### src/rtl/universal_shift_register_n.sv
// ---------------------------------------------------------------------------
// universal_shift_register_n
//
// Purpose:
//   WIDTH-bit universal register in the style of the 74LS194. It offers
//   parallel load, hold, single-step shift left/right with optional rotate,
//   and a multi-step shift engine. A START pulse with a count runs CNT shifts
//   on its own and reports progress on BUSY and DONE. All state changes on the
//   rising clock edge, and there are no asynchronous paths.
//
// Ports:
//   CLK    in   1      rising-edge clock
//   CLR_n  in   1      synchronous active-low clear (highest priority)
//   PR_n   in   1      synchronous active-low preset to all ones
//   S      in   2      mode: 00 hold, 01 shift right, 10 shift left, 11 load
//   D      in   WIDTH  parallel load data
//   DSR    in   1      serial input for shift right (enters Q[0])
//   DSL    in   1      serial input for shift left (enters Q[WIDTH-1])
//   ROT    in   1      rotate: the shifted-out bit re-enters, DSR/DSL ignored
//   START  in   1      begin a multi-step shift, with direction taken from S
//   CNT    in   CW     number of shift steps for START
//   Q      out  WIDTH  register contents
//   Q_n    out  WIDTH  exact complement of Q
//   BUSY   out  1      multi-step shift in progress
//   DONE   out  1      one-cycle pulse after the final step
// ---------------------------------------------------------------------------
module universal_shift_register_n #(
  parameter  int WIDTH = 8,
  localparam int CW    = $clog2(WIDTH) + 1
) (
  input  logic             CLK,
  input  logic             CLR_n,
  input  logic             PR_n,
  input  logic [1:0]       S,
  input  logic [WIDTH-1:0] D,
  input  logic             DSR,
  input  logic             DSL,
  input  logic             ROT,
  input  logic             START,
  input  logic [CW-1:0]    CNT,
  output logic [WIDTH-1:0] Q,
  output logic [WIDTH-1:0] Q_n,
  output logic             BUSY,
  output logic             DONE
);

  typedef enum logic {
    IDLE = 1'b0,
    RUN  = 1'b1
  } state_e;

  localparam logic [1:0] MODE_HOLD  = 2'b00;
  localparam logic [1:0] MODE_RIGHT = 2'b01;
  localparam logic [1:0] MODE_LEFT  = 2'b10;
  localparam logic [1:0] MODE_LOAD  = 2'b11;

  logic [WIDTH-1:0] q_q,    q_d;
  state_e           state_q, state_d;
  logic [CW-1:0]    rem_q,  rem_d;   // shifts still to perform while in RUN
  logic             left_q, left_d;  // latched direction for the run
  logic             rot_q,  rot_d;   // latched rotate flag for the run
  logic             done_q, done_d;

  // One shift step. "Right" moves bits toward the MSB, so the serial input
  // enters Q[0]. This follows the 74LS194 naming, not the arithmetic naming.
  function automatic logic [WIDTH-1:0] shift_step(
    input logic [WIDTH-1:0] q,
    input logic             left,
    input logic             rot,
    input logic             dsr,
    input logic             dsl
  );
    logic sin;
    if (left) begin
      sin = rot ? q[0] : dsl;
      return {sin, q[WIDTH-1:1]};
    end else begin
      sin = rot ? q[WIDTH-1] : dsr;
      return {q[WIDTH-2:0], sin};
    end
  endfunction

  // NOTE: every output of this block gets a default first. A path that forgets
  // an assignment then keeps the register value instead of inferring a latch.
  always_comb begin
    q_d     = q_q;
    state_d = state_q;
    rem_d   = rem_q;
    left_d  = left_q;
    rot_d   = rot_q;
    done_d  = 1'b0;

    if (!PR_n) begin
      // Preset aborts any run silently. No DONE pulse follows.
      q_d     = '1;
      state_d = IDLE;
      rem_d   = '0;
    end else if (state_q == RUN) begin
      // DSR/DSL stay live while direction and rotate come from the latched copy.
      q_d = shift_step(q_q, left_q, rot_q, DSR, DSL);
      if (rem_q <= CW'(1)) begin
        state_d = IDLE;
        rem_d   = '0;
        done_d  = 1'b1;
      end else begin
        rem_d = rem_q - CW'(1);
      end
    end else if (START && (S == MODE_RIGHT || S == MODE_LEFT)) begin
      left_d = (S == MODE_LEFT);
      rot_d  = ROT;
      if (CNT == '0) begin
        done_d = 1'b1;
      end else begin
        q_d = shift_step(q_q, S == MODE_LEFT, ROT, DSR, DSL);
        if (CNT == CW'(1)) begin
          done_d = 1'b1;
        end else begin
          state_d = RUN;
          rem_d   = CNT - CW'(1);
        end
      end
    end else begin
      unique case (S)
        MODE_HOLD:  q_d = q_q;
        MODE_RIGHT: q_d = shift_step(q_q, 1'b0, ROT, DSR, DSL);
        MODE_LEFT:  q_d = shift_step(q_q, 1'b1, ROT, DSR, DSL);
        MODE_LOAD:  q_d = D;
        default:    q_d = q_q;
      endcase
    end
  end

  // NOTE: the clear is sampled on the clock edge only, and state registers use
  // non-blocking assignments so that every flop updates from pre-edge values.
  always_ff @(posedge CLK) begin
    if (!CLR_n) begin
      q_q     <= '0;
      state_q <= IDLE;
      rem_q   <= '0;
      left_q  <= 1'b0;
      rot_q   <= 1'b0;
      done_q  <= 1'b0;
    end else begin
      q_q     <= q_d;
      state_q <= state_d;
      rem_q   <= rem_d;
      left_q  <= left_d;
      rot_q   <= rot_d;
      done_q  <= done_d;
    end
  end

  assign Q    = q_q;
  assign Q_n  = ~q_q;
  // DONE is only set on the transition out of RUN (or a short START from
  // IDLE), so it never overlaps BUSY.
  assign BUSY = (state_q == RUN);
  assign DONE = done_q;

endmodule

### config.mk
export PLATFORM = sky130hd
export DESIGN_NAME = universal_shift_register_n
export DESIGN_NICKNAME = d
export VERILOG_FILES = /design/src/rtl/universal_shift_register_n.sv
export SDC_FILE = /design/constraint.sdc
export NUM_CORES = 1
export LEC_CHECK = 0
export CAP_MARGIN = 20
export CORE_MARGIN = 4
export CORE_UTILIZATION = 46
export CTS_CLUSTER_SIZE = 14
export DETAILED_ROUTE_END_ITERATION = 10
export GPL_ROUTABILITY_DRIVEN = 0
export GPL_TIMING_DRIVEN = 0
export PLACE_DENSITY = 0.77
export SLEW_MARGIN = 30
export SYNTH_ARGS = -nofsm -noshare
export SYNTH_HDL_FRONTEND = slang
export SYNTH_SLANG_ARGS = --single-unit
### constraint.sdc
create_clock -name CLK -period 5.01 [get_ports CLK]
set_clock_uncertainty 0.2 [all_clocks]
set_input_delay 1.002 -clock CLK [delete_from_list [all_inputs] [get_ports CLK]]
set_output_delay 1.002 -clock CLK [all_outputs]
set_load 0.005 [all_outputs]
==> metrics <==
Final Cycle Share=59.1%; crit path max fanout=10; Lkg Pwr=0.731 nW; final setup TNS=0 ns; Post-CTS Setup Bufs=0; CP delay by family, top=compound AO/OA/AOI/OAI gates; share of cells above drive strength 1=9.29%; Stages on worst setup path=8; CTS clk-pin slew, worst paths=0.11 ns; Power Density=210 mW/mm²; Peak VDD IR=0.000163 V; wire per inst=18.0 µm; largest net degree at the start of global routing=11; WHS Path Cells=2; CP Class=input port to flop; Layout area overhead=32.0%; gate count after technology mapping=184; Design Power=0.394 mW; CTS root buf=clkbuf_4; Compound-Gate Fraction of Synth Area=43.7%; Critical Path Max Stage Delay=0.48 ns; Tmin final=2.96 ns; Max Cap Violations=0; syn_area_per_cell=7.72 µm²; clk_lat worst skew=0.30 ns; run status=completed; hold buffer count at cts=0; Slew Limit Headroom=69.6%; cells on worst reg2reg path=6; CP cell instances=clkdlybuf4s50_1, inv_1, ha_1, buf_2, a222oi_1, a21oi_1, o221ai_1, a31oi_1; Final Hold Viols=0; CTS tree=yes; initial antenna violation count=0; final wirelength=4640 µm; sequential fraction of the synthesis area=22.5%; Crit path buffers/inverters=3; fillcell total=246; Post-DP HPWL=3530 µm; # nets final=257; Synth Area in XOR/XNOR=0.616%; Fmax=0.337 GHz; crit path launch type=input port; vias post-DR=1706; Remaining Overflow, GRT=0; Adder-Cell Fraction of Synth Area=7.92%; Slew Limit Fails=0; clock sink count=16; vias in the first global route=1649; post-synthesis async set-or-reset flop share=0%; # diodes=0; Synthesized Nets=214; Initial DRC Count=229; r2r endpoint=rem_q[0]$_SDFFE_PN0P_; Vias/cell=6.64; R2R setup slack=3.13 ns; starting density of the core=49.8%; Clock Tree Buf Depth=2; first-pass GRT wire length=7780 µm; slowest CP cell=clkdlybuf4s50_1; largest family of logic cells by synthesized area=compound AO/OA/AOI/OAI gates; Worst-Margin Slew=0.457 ns; Final ANT Viol Nets=0; CP Data Required Time=4.98 ns; synthesized cell area=0.00142 mm²; total CTS buffers=3; Post-CTS Resized=0; IO buf count=38; Worst EP arrival=2.94 ns; CP endpoint=Q[1]$_SDFFE_PN0P_; die span in x=63.6 µm; RSZ-0062 raised after global routing=false; Hold WC Path Type=flop to flop; Critical Path Start=S[0]; Setup Viol. Count Final=0; CTS H-tree depth=1; Post-Synth Simple-Gate Area=11.9%; most frequent cells in the layout=clkdlybuf4s50_1 (38), a21oi_1 (18), inv_1 (17), dfxtp_1 (16), nand2_1 (16); die span in y=63.6 µm; DRC violations left=0; I/O pin total=39; worst r2r src=rem_q[0]$_SDFFE_PN0P_; Post-synth EDFFs=0; Distinct cells, synth=41; Main synth FF type=dfxtp_1; Seq cells post-synth=16; total track usage=23.5%; mux contribution to synthesized area=4.31%; row count=19; core footprint=0.00285 mm²; crit path capture type=flop; Die ar.=0.00404 mm²; Yosys Warn Count=0; most common library cell in the layout ignoring fill and taps=clkdlybuf4s50_1; TritonRoute pass-1 iters=5
## flip-flops by register name (all words and copies together), names as in the netlist
signal  cells
Q           8
rot_q       1
left_q      1
rem_q       4
BUSY        1
DONE        1
## tightest hold or removal path, stage by stage, from the launching register on
cell      delay (ns)
dfxtp_1         0.33
inv_1           0.09
a211oi_1        0.08
## per-layer routing
metal,up-vias,share of wire (%),track usage [%]
li1,799,-,-
met1,800,41,28.4
met2,90,49,40.9
met3,17,7.1,4.80
met4,0,3.0,8.36
met5,-,0,0
## power breakdown
part	internal, mW	leakage [nW]	switching (mW)	total (mW)
clock network	0.0443	0.0210	0.0442	0.0886
registers	0.136	0.132	0.0162	0.153
logic	0.0765	0.578	0.0762	0.153
total	0.257	0.731	0.137	0.394
## synth_stat cells, types with 4 or more instances
| cell type | n | area (µm²) |
|---|---|---|
| dfxtp_1 | 16 | 320 |
| o221ai_1 | 6 | 52.6 |
| o21ai_0 | 11 | 55.1 |
| nor3_1 | 4 | 20.0 |
| o31ai_1 | 8 | 60.1 |
| a21oi_1 | 18 | 90.1 |
| nor2_1 | 4 | 15.0 |
| inv_1 | 17 | 63.8 |
| clkbuf_1 | 4 | 15.0 |
| mux2i_1 | 5 | 50.1 |
| ha_1 | 9 | 113 |
| buf_2 | 10 | 50.1 |
| a222oi_1 | 5 | 50.1 |
| o211ai_1 | 6 | 45.0 |
| nand2_1 | 16 | 60.1 |
| a31oi_1 | 8 | 50.1 |
## worst min-delay path by stage
stage	from	end	slack, ns
finish	rem_q[1]$_SDFFE_PN0P_	rem_q[1]$_SDFFE_PN0P_	0.34
global route	rem_q[1]$_SDFFE_PN0P_	rem_q[1]$_SDFFE_PN0P_	0.37
floorplan	rem_q[1]$_SDFFE_PN0P_	rem_q[1]$_SDFFE_PN0P_	0.29
detailed placement	rem_q[1]$_SDFFE_PN0P_	rem_q[1]$_SDFFE_PN0P_	0.32
CTS	rem_q[1]$_SDFFE_PN0P_	rem_q[1]$_SDFFE_PN0P_	0.33
global placement	rem_q[1]$_SDFFE_PN0P_	rem_q[1]$_SDFFE_PN0P_	0.31
## through the flow
step                utilization [%]  area [µm²]  hold WS, ns  cells  worst slack (ns)
global placement               64.5        1840        0.308    253              1.83
global route                   65.8        1880        0.373    257              1.98
detailed placement             64.5        1840        0.318    253              1.77
floorplan                         -        1420        0.285    184              2.52
finish                         65.8        1880        0.341    257              2.05
CTS                            65.8        1880        0.334    257              2.10
## cell families (layout without fill, tap and decap cells)
| logic type | count (synthesis) | in the layout |
|---|---|---|
| flops | 16 | 16 |
| fa+ha+maj | 9 | 9 |
| mux | 6 | 6 |
| buf+inv | 31 | 73 |
| xor+xnor | 1 | 1 |
| simple gates | 35 | 35 |
| compound gates | 86 | 86 |
## cell type report
cell class / instances / area [µm²] / area share [%]
inverter: 17 / 63.8 / 3.40
sequential: 16 / 320 / 17.1
clock buffer: 4 / 36.3 / 1.93
buffer: 14 / 65.1 / 3.47
multi-input combinational: 137 / 972 / 51.8
timing repair buffer: 38 / 380 / 20.3
tap: 31 / 38.8 / 2.07
No activity file was read; power rests on OpenSTA's default activity.
